<file path="config.mk">
export PLATFORM = sky130hd
export DESIGN_NAME = fetch_stage
export DESIGN_NICKNAME = d
export VERILOG_FILES = /design/src/rtl/fetch_stage.sv
export SDC_FILE = /design/constraint.sdc
export NUM_CORES = 1
export LEC_CHECK = 0
export ABC_CLOCK_PERIOD_IN_PS = 5560
export BUFFER_PORTS_ARGS = -buffer_cell sky130_fd_sc_hd__buf_4
export CAP_MARGIN = 40
export CORE_MARGIN = 2
export CORE_UTILIZATION = 25
export CTS_CLUSTER_DIAMETER = 100
export DETAILED_ROUTE_END_ITERATION = 7
export GPL_TIMING_DRIVEN = 0
export SETUP_SLACK_MARGIN = 0.2
export SKIP_LAST_GASP = 1
export SLEW_MARGIN = 10
export SYNTH_ARGS = -nofsm -noshare
export SYNTH_HDL_FRONTEND = slang
export SYNTH_SLANG_ARGS = --single-unit
</file>
<file path="constraint.sdc">
create_clock -name clk -period 5.56 [get_ports clk]
set_input_delay 1.39 -clock clk [delete_from_list [all_inputs] [get_ports clk]]
set_output_delay 1.39 -clock clk [all_outputs]
set_load 0.05 [all_outputs]
</file>
<file path="src/rtl/fetch_stage.sv">
// Instruction-fetch stage: owns the PC, runs the imem req/ack handshake and loads IF/ID.
// Optional performance counters are enabled with `define IFETCH_PERF_EN.
module fetch_stage #(
  parameter logic [31:0] RESET_PC = 32'h0000_0000
) (
  input  logic        clk,
  input  logic        reset_n,
  output logic        imem_req,
  output logic [31:0] imem_addr,
  input  logic        imem_ack,
  input  logic [31:0] imem_rdata,
  input  logic        stall_d,
  input  logic        pcsrc_d,
  input  logic [31:0] pcbranch_d,
  input  logic        jump_d,
  input  logic [31:0] pcjump_d,
  output logic [31:0] instr_d,
  output logic [31:0] pcplus4_d,
  output logic        valid_d,
  output logic [5:0]  opcode_d,
  output logic [5:0]  funct_d,
  output logic        fetch_busy
`ifdef IFETCH_PERF_EN
  ,
  output logic [31:0] perf_fetch,
  output logic [31:0] perf_wait
`endif
);

  localparam logic [31:0] PC_RST = RESET_PC & ~32'h3;

  typedef enum logic [1:0] {
    S_IDLE,
    S_FETCH,
    S_DRAIN,
    S_HOLD
  } state_t;

  state_t      state_q, state_d;
  logic [31:0] pc_q, pc_d;
  logic [31:0] drain_addr_q, drain_addr_d;
  logic [31:0] skid_instr_q, skid_instr_d;
  logic [31:0] skid_pc4_q, skid_pc4_d;
  logic [31:0] ifid_instr_q, ifid_instr_d;
  logic [31:0] ifid_pc4_q, ifid_pc4_d;
  logic        ifid_valid_q, ifid_valid_d;

  logic        redirect;
  logic [31:0] target_raw;
  logic [31:0] target;
  logic        done;
  logic [31:0] pc_plus4;
  logic        load_fetch;
  logic        load_skid;
  logic        accept;

  assign imem_req   = (state_q == S_FETCH) || (state_q == S_DRAIN);
  assign imem_addr  = (state_q == S_DRAIN) ? drain_addr_q : pc_q;
  assign fetch_busy = imem_req & ~imem_ack;

  assign instr_d   = ifid_instr_q;
  assign pcplus4_d = ifid_pc4_q;
  assign valid_d   = ifid_valid_q;
  assign opcode_d  = ifid_instr_q[31:26];
  assign funct_d   = ifid_instr_q[5:0];

  always_comb begin
    redirect   = ~stall_d & (pcsrc_d | jump_d);
    target_raw = pcsrc_d ? pcbranch_d : pcjump_d;
    target     = target_raw & ~32'h3;
    done       = imem_req & imem_ack;
    pc_plus4   = pc_q + 32'd4;
  end

  always_comb begin
    state_d      = state_q;
    pc_d         = pc_q;
    drain_addr_d = drain_addr_q;
    skid_instr_d = skid_instr_q;
    skid_pc4_d   = skid_pc4_q;
    ifid_instr_d = ifid_instr_q;
    ifid_pc4_d   = ifid_pc4_q;
    ifid_valid_d = ifid_valid_q;
    load_fetch   = 1'b0;
    load_skid    = 1'b0;
    accept       = 1'b0;

    case (state_q)
      S_IDLE: begin
        state_d = S_FETCH;
      end
      S_FETCH: begin
        if (redirect) begin
          // An unacked request must stay on the bus; park its address and drain it.
          if (!done) begin
            drain_addr_d = pc_q;
            state_d      = S_DRAIN;
          end
        end else if (done) begin
          accept = 1'b1;
          pc_d   = pc_plus4;
          if (stall_d) begin
            skid_instr_d = imem_rdata;
            skid_pc4_d   = pc_plus4;
            state_d      = S_HOLD;
          end else begin
            load_fetch = 1'b1;
          end
        end
      end
      S_DRAIN: begin
        if (done) state_d = S_FETCH;
      end
      S_HOLD: begin
        if (!stall_d) begin
          state_d = S_FETCH;
          if (!redirect) load_skid = 1'b1;
        end
      end
      default: state_d = S_IDLE;
    endcase

    if (redirect) begin
      pc_d         = target;
      skid_instr_d = '0;
      skid_pc4_d   = '0;
    end

    if (redirect) begin
      ifid_instr_d = '0;
      ifid_pc4_d   = '0;
      ifid_valid_d = 1'b0;
    end else if (load_fetch) begin
      ifid_instr_d = imem_rdata;
      ifid_pc4_d   = pc_plus4;
      ifid_valid_d = 1'b1;
    end else if (load_skid) begin
      ifid_instr_d = skid_instr_q;
      ifid_pc4_d   = skid_pc4_q;
      ifid_valid_d = 1'b1;
    end else if (!stall_d) begin
      ifid_instr_d = '0;
      ifid_pc4_d   = '0;
      ifid_valid_d = 1'b0;
    end
  end

  always_ff @(posedge clk or negedge reset_n) begin
    if (!reset_n) begin
      state_q      <= S_IDLE;
      pc_q         <= PC_RST;
      drain_addr_q <= '0;
      skid_instr_q <= '0;
      skid_pc4_q   <= '0;
      ifid_instr_q <= '0;
      ifid_pc4_q   <= '0;
      ifid_valid_q <= 1'b0;
    end else begin
      state_q      <= state_d;
      pc_q         <= pc_d;
      drain_addr_q <= drain_addr_d;
      skid_instr_q <= skid_instr_d;
      skid_pc4_q   <= skid_pc4_d;
      ifid_instr_q <= ifid_instr_d;
      ifid_pc4_q   <= ifid_pc4_d;
      ifid_valid_q <= ifid_valid_d;
    end
  end

`ifdef IFETCH_PERF_EN
  logic [31:0] perf_fetch_q, perf_fetch_d;
  logic [31:0] perf_wait_q, perf_wait_d;

  always_comb begin
    perf_fetch_d = perf_fetch_q;
    perf_wait_d  = perf_wait_q;
    if (accept)     perf_fetch_d = perf_fetch_q + 32'd1;
    if (fetch_busy) perf_wait_d  = perf_wait_q + 32'd1;
  end

  always_ff @(posedge clk or negedge reset_n) begin
    if (!reset_n) begin
      perf_fetch_q <= '0;
      perf_wait_q  <= '0;
    end else begin
      perf_fetch_q <= perf_fetch_d;
      perf_wait_q  <= perf_wait_d;
    end
  end

  assign perf_fetch = perf_fetch_q;
  assign perf_wait  = perf_wait_q;
`else
  logic unused_accept;
  assign unused_accept = accept;
`endif

endmodule
</file>
### Word-level counts from Yosys, hierarchy flattened

Index checks and enable logic that the tools add are counted.

* add/subtract/negate cells: 1
* eq/ne operators: 9
* multiplexer cells: 38
* bitwise gates (word level): 7
* reductions and logical operators: 9

Operators with widths (number)
* $mux 32: 20
* $add 32x3->32 const B: 1
* $mux 2: 6
* $mux 1: 11
* $ne 3x3->1 const B: 3
* $pmux 2 s4: 1
* $reduce_and 3->1: 2
* $reduce_bool 2->1: 3
* $reduce_and 5->1: 1
* $eq 2x2->1 const B: 2
* $ne 2x2->1 const B: 2
* $ne 4x1->1 const B: 1
* $and 1x1->1: 3
* $not 1->1: 3
* $eq 2x1->1 const B: 1
* $logic_not 2->1: 1
* $reduce_and 2->1: 1
* $logic_or 1x1->1: 1
* $or 1x1->1: 1

* register bits: 195
* input port bits: 102
* output and inout bits: 111
* logic and storage cells: 72

### Logic depth before layout (Yosys ltp)

* depth after elaboration: 8
* gate-level depth with buffers: 10
* mapped depth without buffers: 7

### Worst setup path after synthesis

OpenSTA, ideal clock, no wires.

* kind: reg-to-output
* start: reg state_q[0]
* end: out imem_addr[30]
* data arrival time: 2.099 ns
* data required time: 4.170 ns
* slack: 2.071 ns
* stages on the path, launching flop included: 6
* buffers on the path: 2
* cells stage by stage: dfrtp_1 -> inv_1 -> ha_1 -> clkbuf_1 -> clkbuf_1 -> o21ai_0

* word-level cells in the longest chain between the ends: 2

RTL lines
* start: declaration: RTL line 39 `state_t state_q, state_d;`
* start signal: assignment: RTL line 159 `state_q <= state_d;`
* $eq 2x2->1: RTL line 58 `assign imem_addr = (state_q == S_DRAIN) ? drain_addr_q : pc_q;`
* $mux 32: RTL line 58
* end: declaration: RTL line 9 `output logic [31:0] imem_addr,`

Every way passes these cells.

### Worst setup path in the final report

* start: reg state_q[0]
* end: out imem_addr[29]

The elaborated chain is that of the path after synthesis.

==> flow_summary.html <==
<table>
<tr><th>Metric</th><th>Value</th></tr>
<tr><th colspan="2">Setup path</th></tr>
<tr><td>Crit. Startpoint</td><td>state_q[0]</td></tr>
<tr><td>Setup crit end kind</td><td>output port</td></tr>
<tr><td>Worst-path fanout max</td><td>10</td></tr>
<tr><td>Required time reported for the critical path endpoint</td><td>4170 ps</td></tr>
<tr><td>Source of the worst register-to-register timing path</td><td>state_q[0]</td></tr>
<tr><td>Crit path kind</td><td>flop to output port</td></tr>
<tr><td>Data arrival time at the worst-slack endpoint</td><td>2620 ps</td></tr>
<tr><td>Critical path launch point type</td><td>flop</td></tr>
<tr><th colspan="2">Detailed routing</th></tr>
<tr><td>Antenna-violating nets left</td><td>0</td></tr>
<tr><td>Detailed Route WL</td><td>30,000 microns</td></tr>
<tr><td>Vias after detailed routing</td><td>7,825</td></tr>
<tr><td>Via density per instance</td><td>4.82</td></tr>
<tr><td>First-pass DRT Iterations</td><td>5</td></tr>
<tr><td>Number of DRC markers after the initial detailed-route iteration</td><td>600</td></tr>
<tr><td>Number of remaining DRC errors</td><td>0</td></tr>
<tr><td>Routed length per placed instance</td><td>18.5 microns</td></tr>
<tr><th colspan="2">Min path</th></tr>
<tr><td>Startpoint of the tightest hold check path</td><td>skid_instr_q[3]</td></tr>
<tr><td>Classification of the worst-slack hold path</td><td>flop to flop</td></tr>
<tr><th colspan="2">Synthesis</th></tr>
<tr><td>Most repeated cell in the gate-level netlist after synthesis</td><td>sky130_fd_sc_hd__dfrtp_1</td></tr>
<tr><td>Top_reg_cell synth</td><td>sky130_fd_sc_hd__dfrtp_1</td></tr>
<tr><td>Share of synthesized flip-flops with an asynchronous set or reset</td><td>1.00</td></tr>
<tr><td>Flip-flop and latch count after synthesis</td><td>189</td></tr>
<tr><td>Yosys cell types</td><td>46</td></tr>
<tr><td>Synthesized cell area</td><td>0.00936 sq mm</td></tr>
<tr><td>Number of enable flip-flop cells after synthesis</td><td>0</td></tr>
<tr><td>Leading cell types by count after synthesis</td><td>189 x sky130_fd_sc_hd__dfrtp_1, 93 x sky130_fd_sc_hd__nand2_1, 63 x sky130_fd_sc_hd__o21ai_0, 60 x sky130_fd_sc_hd__nand3_1, 58 x sky130_fd_sc_hd__mux2_2</td></tr>
<tr><td>Average cell area after synthesis</td><td>10.2 sq um</td></tr>
<tr><td>Top area cells in the synthesized netlist</td><td>sky130_fd_sc_hd__dfrtp_1 51%, sky130_fd_sc_hd__mux2_2 7.0%, sky130_fd_sc_hd__nand2_1 3.7%</td></tr>
<tr><td>Synth warn</td><td>0</td></tr>
<tr><td>Yosys top cell by area</td><td>sky130_fd_sc_hd__dfrtp_1</td></tr>
<tr><td>Sequential cell area fraction in the yosys report</td><td>0.505</td></tr>
<tr><td>Gate Count Post-Synth</td><td>914</td></tr>
<tr><td>Share of the synthesized area in the top cell type</td><td>0.505</td></tr>
<tr><th colspan="2">Pwr</th></tr>
<tr><td>IR drop worst, VDD</td><td>0.000222 V</td></tr>
<tr><td>Switching power share of the total</td><td>0.392</td></tr>
<tr><td>Internal Dissipation</td><td>3080 uW</td></tr>
<tr><td>Post-layout power</td><td>5070 uW</td></tr>
<tr><td>Power density over cell area</td><td>418 mW/mm^2</td></tr>
<tr><td>Part of the power in combinational logic</td><td>0.375</td></tr>
<tr><td>Sw Pwr</td><td>1990 uW</td></tr>
<tr><td>Seq pwr share</td><td>0.368</td></tr>
<tr><td>Clock power share</td><td>0.256</td></tr>
<tr><td>Leakage power</td><td>0.00545 uW</td></tr>
<tr><th colspan="2">Placed design</th></tr>
<tr><td>Placed Cells</td><td>1,590</td></tr>
<tr><td>Half-perimeter wire length of the detailed placement result</td><td>22,800 microns</td></tr>
<tr><td>Port Buffer Count</td><td>205</td></tr>
<tr><td>Global placer's final weighted congestion</td><td>0.801</td></tr>
<tr><td>Placed standard-cell area</td><td>0.0115 sq mm</td></tr>
<tr><th colspan="2">Die</th></tr>
<tr><td>Initial core utilization</td><td>0.255</td></tr>
<tr><td>Area of the core</td><td>0.0367 sq mm</td></tr>
<tr><td>Die extent in x</td><td>197 microns</td></tr>
<tr><td>Total die area</td><td>0.0390 sq mm</td></tr>
<tr><td>Site row count</td><td>70</td></tr>
<tr><td>Chip height</td><td>197 microns</td></tr>
<tr><td>Top-level I/O count</td><td>213</td></tr>
<tr><th colspan="2">Timing</th></tr>
<tr><td>Actual transition at the worst max-transition pin</td><td>828 ps</td></tr>
<tr><td>Hold Violations, Final</td><td>0</td></tr>
<tr><td>Final setup violation count</td><td>0</td></tr>
<tr><td>Final critical-path share of the clock period</td><td>0.721</td></tr>
<tr><td>Final Max Tran Viols</td><td>0</td></tr>
<tr><td>Post-layout minimum cycle time</td><td>4010 ps</td></tr>
<tr><td>Max transition margin</td><td>0.446</td></tr>
<tr><td>Worst-case clock skew</td><td>9.95 ps</td></tr>
<tr><td>Highest Clock Rate</td><td>249 MHz</td></tr>
<tr><td>RSZ-0062 raised after global routing</td><td>no</td></tr>
<tr><td>Post-route setup TNS</td><td>0 ps</td></tr>
<tr><th colspan="2">Job</th></tr>
<tr><td>Max-capacitance violation count</td><td>0</td></tr>
<tr><th colspan="2">Cells and area</th></tr>
<tr><td>Filler cells</td><td>3,749</td></tr>
<tr><td>Post-layout instance area</td><td>0.0121 sq mm</td></tr>
<tr><td>Final net count</td><td>1,247</td></tr>
<tr><td>Ant diodes</td><td>0</td></tr>
<tr><td>P&amp;R area growth vs syn</td><td>29.8%</td></tr>
<tr><td>Layout Cells excl Fill</td><td>1,622</td></tr>
<tr><td>Share of cells above drive strength 1</td><td>0.296</td></tr>
<tr><th colspan="2">Global route</th></tr>
<tr><td>Pin count of the biggest net entering global routing</td><td>104</td></tr>
<tr><td>Total congestion overflow</td><td>0</td></tr>
<tr><td>Antenna violations before repair</td><td>0</td></tr>
<tr><td>Vias in the first global route</td><td>7,785</td></tr>
<tr><td>Global-route wire length before repair</td><td>45,900 microns</td></tr>
<tr><td>Tot GR Track Use</td><td>0.154</td></tr>
<tr><th colspan="2">Clock tree</th></tr>
<tr><td>Post-CTS setup buffer count</td><td>0</td></tr>
<tr><td>Number of CTS-inserted buffers</td><td>17</td></tr>
<tr><td>Buffer depth of the longest clock path</td><td>2</td></tr>
<tr><td>Number of gates resized after CTS</td><td>0</td></tr>
<tr><td>Root buffer selected by CTS</td><td>sky130_fd_sc_hd__clkbuf_16</td></tr>
<tr><td>Clock-pin slew on the worst setup and hold paths</td><td>70 ps</td></tr>
<tr><td>TritonCTS clock tree</td><td>built</td></tr>
<tr><td>CTS sink cnt</td><td>189</td></tr>
<tr><td>Clock insertion delay at the later pin of the skew report</td><td>430 ps</td></tr>
<tr><td>Hold bufs inserted after CTS</td><td>0</td></tr>
<tr><td>Total number of H-tree levels</td><td>4</td></tr>
<tr><th colspan="2">Run status</th></tr>
<tr><td>Status</td><td>completed</td></tr>
</table>
kinds of logic after synthesis:
| logic type | count (synthesis) | synth area share |
|---|---|---|
| simple gates | 294 | 0.166 |
| compound gates | 202 | 0.145 |
| flops | 189 | 0.505 |
| buf+inv | 109 | 0.0540 |
| mux | 63 | 0.0752 |
| xor+xnor | 52 | 0.0487 |
| fa+ha+maj | 4 | 0.00535 |
| other cells | 1 | 0.000401 |
power by group through the flow:
stage	logic, uW	registers (uW)	clock network [uW]
after floorplan	1150	1990	0
after CTS	1920	1870	1320
after global routing	2040	1910	1380
final	1900	1870	1300
after global placement	1880	1870	0
after detailed placement	1910	1890	0
stage by stage:
step	hold slack (ps)	setup WS, ps	util
2_1_floorplan	450	2070	-
4_1_cts	494	1550	0.331
3_5_place_dp	476	1870	0.314
3_3_place_gp	465	1800	0.313
5_1_grt	512	1450	0.331
6_report	488	1550	0.331
sequential cells by signal, summed over array words and instances (netlist names):
signal / count
valid_d: 1
skid_instr_q: 32
state_q: 2
pc_q: 30
drain_addr_q: 30
skid_pc4_q: 31
pcplus4_d: 31
instr_d: 32
final timing paths:
| path | depth (start not counted) | slack (ps) | to |
|---|---|---|---|
| max | 6 | 1550 | imem_addr[29] |
| min | 2 | 490 | skid_instr_q[3] |
| max reg2reg | 10 | 2590 | skid_instr_q[30] |
| min reg2reg | 2 | 490 | skid_instr_q[3] |
| max in group asynchronous | 2 | 3670 | pc_q[18] |
| min in group asynchronous | 1 | 950 | instr_d[29] |
critical path, cell delays in order (launching register included):
cell,delay (ps)
sky130_fd_sc_hd__dfrtp_1,430
sky130_fd_sc_hd__inv_1,80
sky130_fd_sc_hd__ha_1,130
sky130_fd_sc_hd__clkbuf_1,370
sky130_fd_sc_hd__clkbuf_1,530
sky130_fd_sc_hd__mux2_2,440
sky130_fd_sc_hd__buf_4,200
cell usage in the layout (no fill, tap or decap), types with 5 or more instances in the layout:
master                      synthesis  final
sky130_fd_sc_hd__and4_1             5      5
sky130_fd_sc_hd__a31oi_1            6      6
sky130_fd_sc_hd__a32oi_1           16     16
sky130_fd_sc_hd__inv_1              5      5
sky130_fd_sc_hd__nand3_1           60     60
sky130_fd_sc_hd__o21ai_0           63     63
sky130_fd_sc_hd__nand4_1           11     11
sky130_fd_sc_hd__a21oi_1           40     40
sky130_fd_sc_hd__buf_1             10     10
sky130_fd_sc_hd__and3_1            38     38
sky130_fd_sc_hd__nor4_1             8      8
sky130_fd_sc_hd__dfrtp_1          189    189
sky130_fd_sc_hd__nor2_1            20     20
sky130_fd_sc_hd__mux2i_1            5      5
sky130_fd_sc_hd__nor2b_1           26     26
sky130_fd_sc_hd__a22oi_1           10     10
sky130_fd_sc_hd__buf_2             15     16
sky130_fd_sc_hd__a221o_1           33     33
sky130_fd_sc_hd__clkbuf_16          0     17
sky130_fd_sc_hd__buf_4             20    224
sky130_fd_sc_hd__a211oi_1          26     26
sky130_fd_sc_hd__xor2_1            24     24
sky130_fd_sc_hd__nor3_1            11     11
sky130_fd_sc_hd__nand2_1           93     93
sky130_fd_sc_hd__mux2_2            58     58
sky130_fd_sc_hd__clkbuf_1          57     58
sky130_fd_sc_hd__xnor2_1           28     28
per-layer routing:
layer	vias up	wire, microns	global-route usage
li1	3729	-	-
met2	293	13600	0.245
met1	3780	13700	0.217
met4	0	296	0.0278
met5	-	0	0
met3	23	2380	0.0359
final cells by class:
type                    count  area, sq um  area share
inverters                   5         18.8     0.00155
repair buffers            207         1580       0.130
well taps                 468          586      0.0482
clock inverters            13          179      0.0147
plain buffers             104          487      0.0401
clock buffers              19          443      0.0365
flip-flops and latches    189         4730       0.389
multi-input cells         617         4130       0.340
Note: power is estimated with default switching activity, not from simulation.
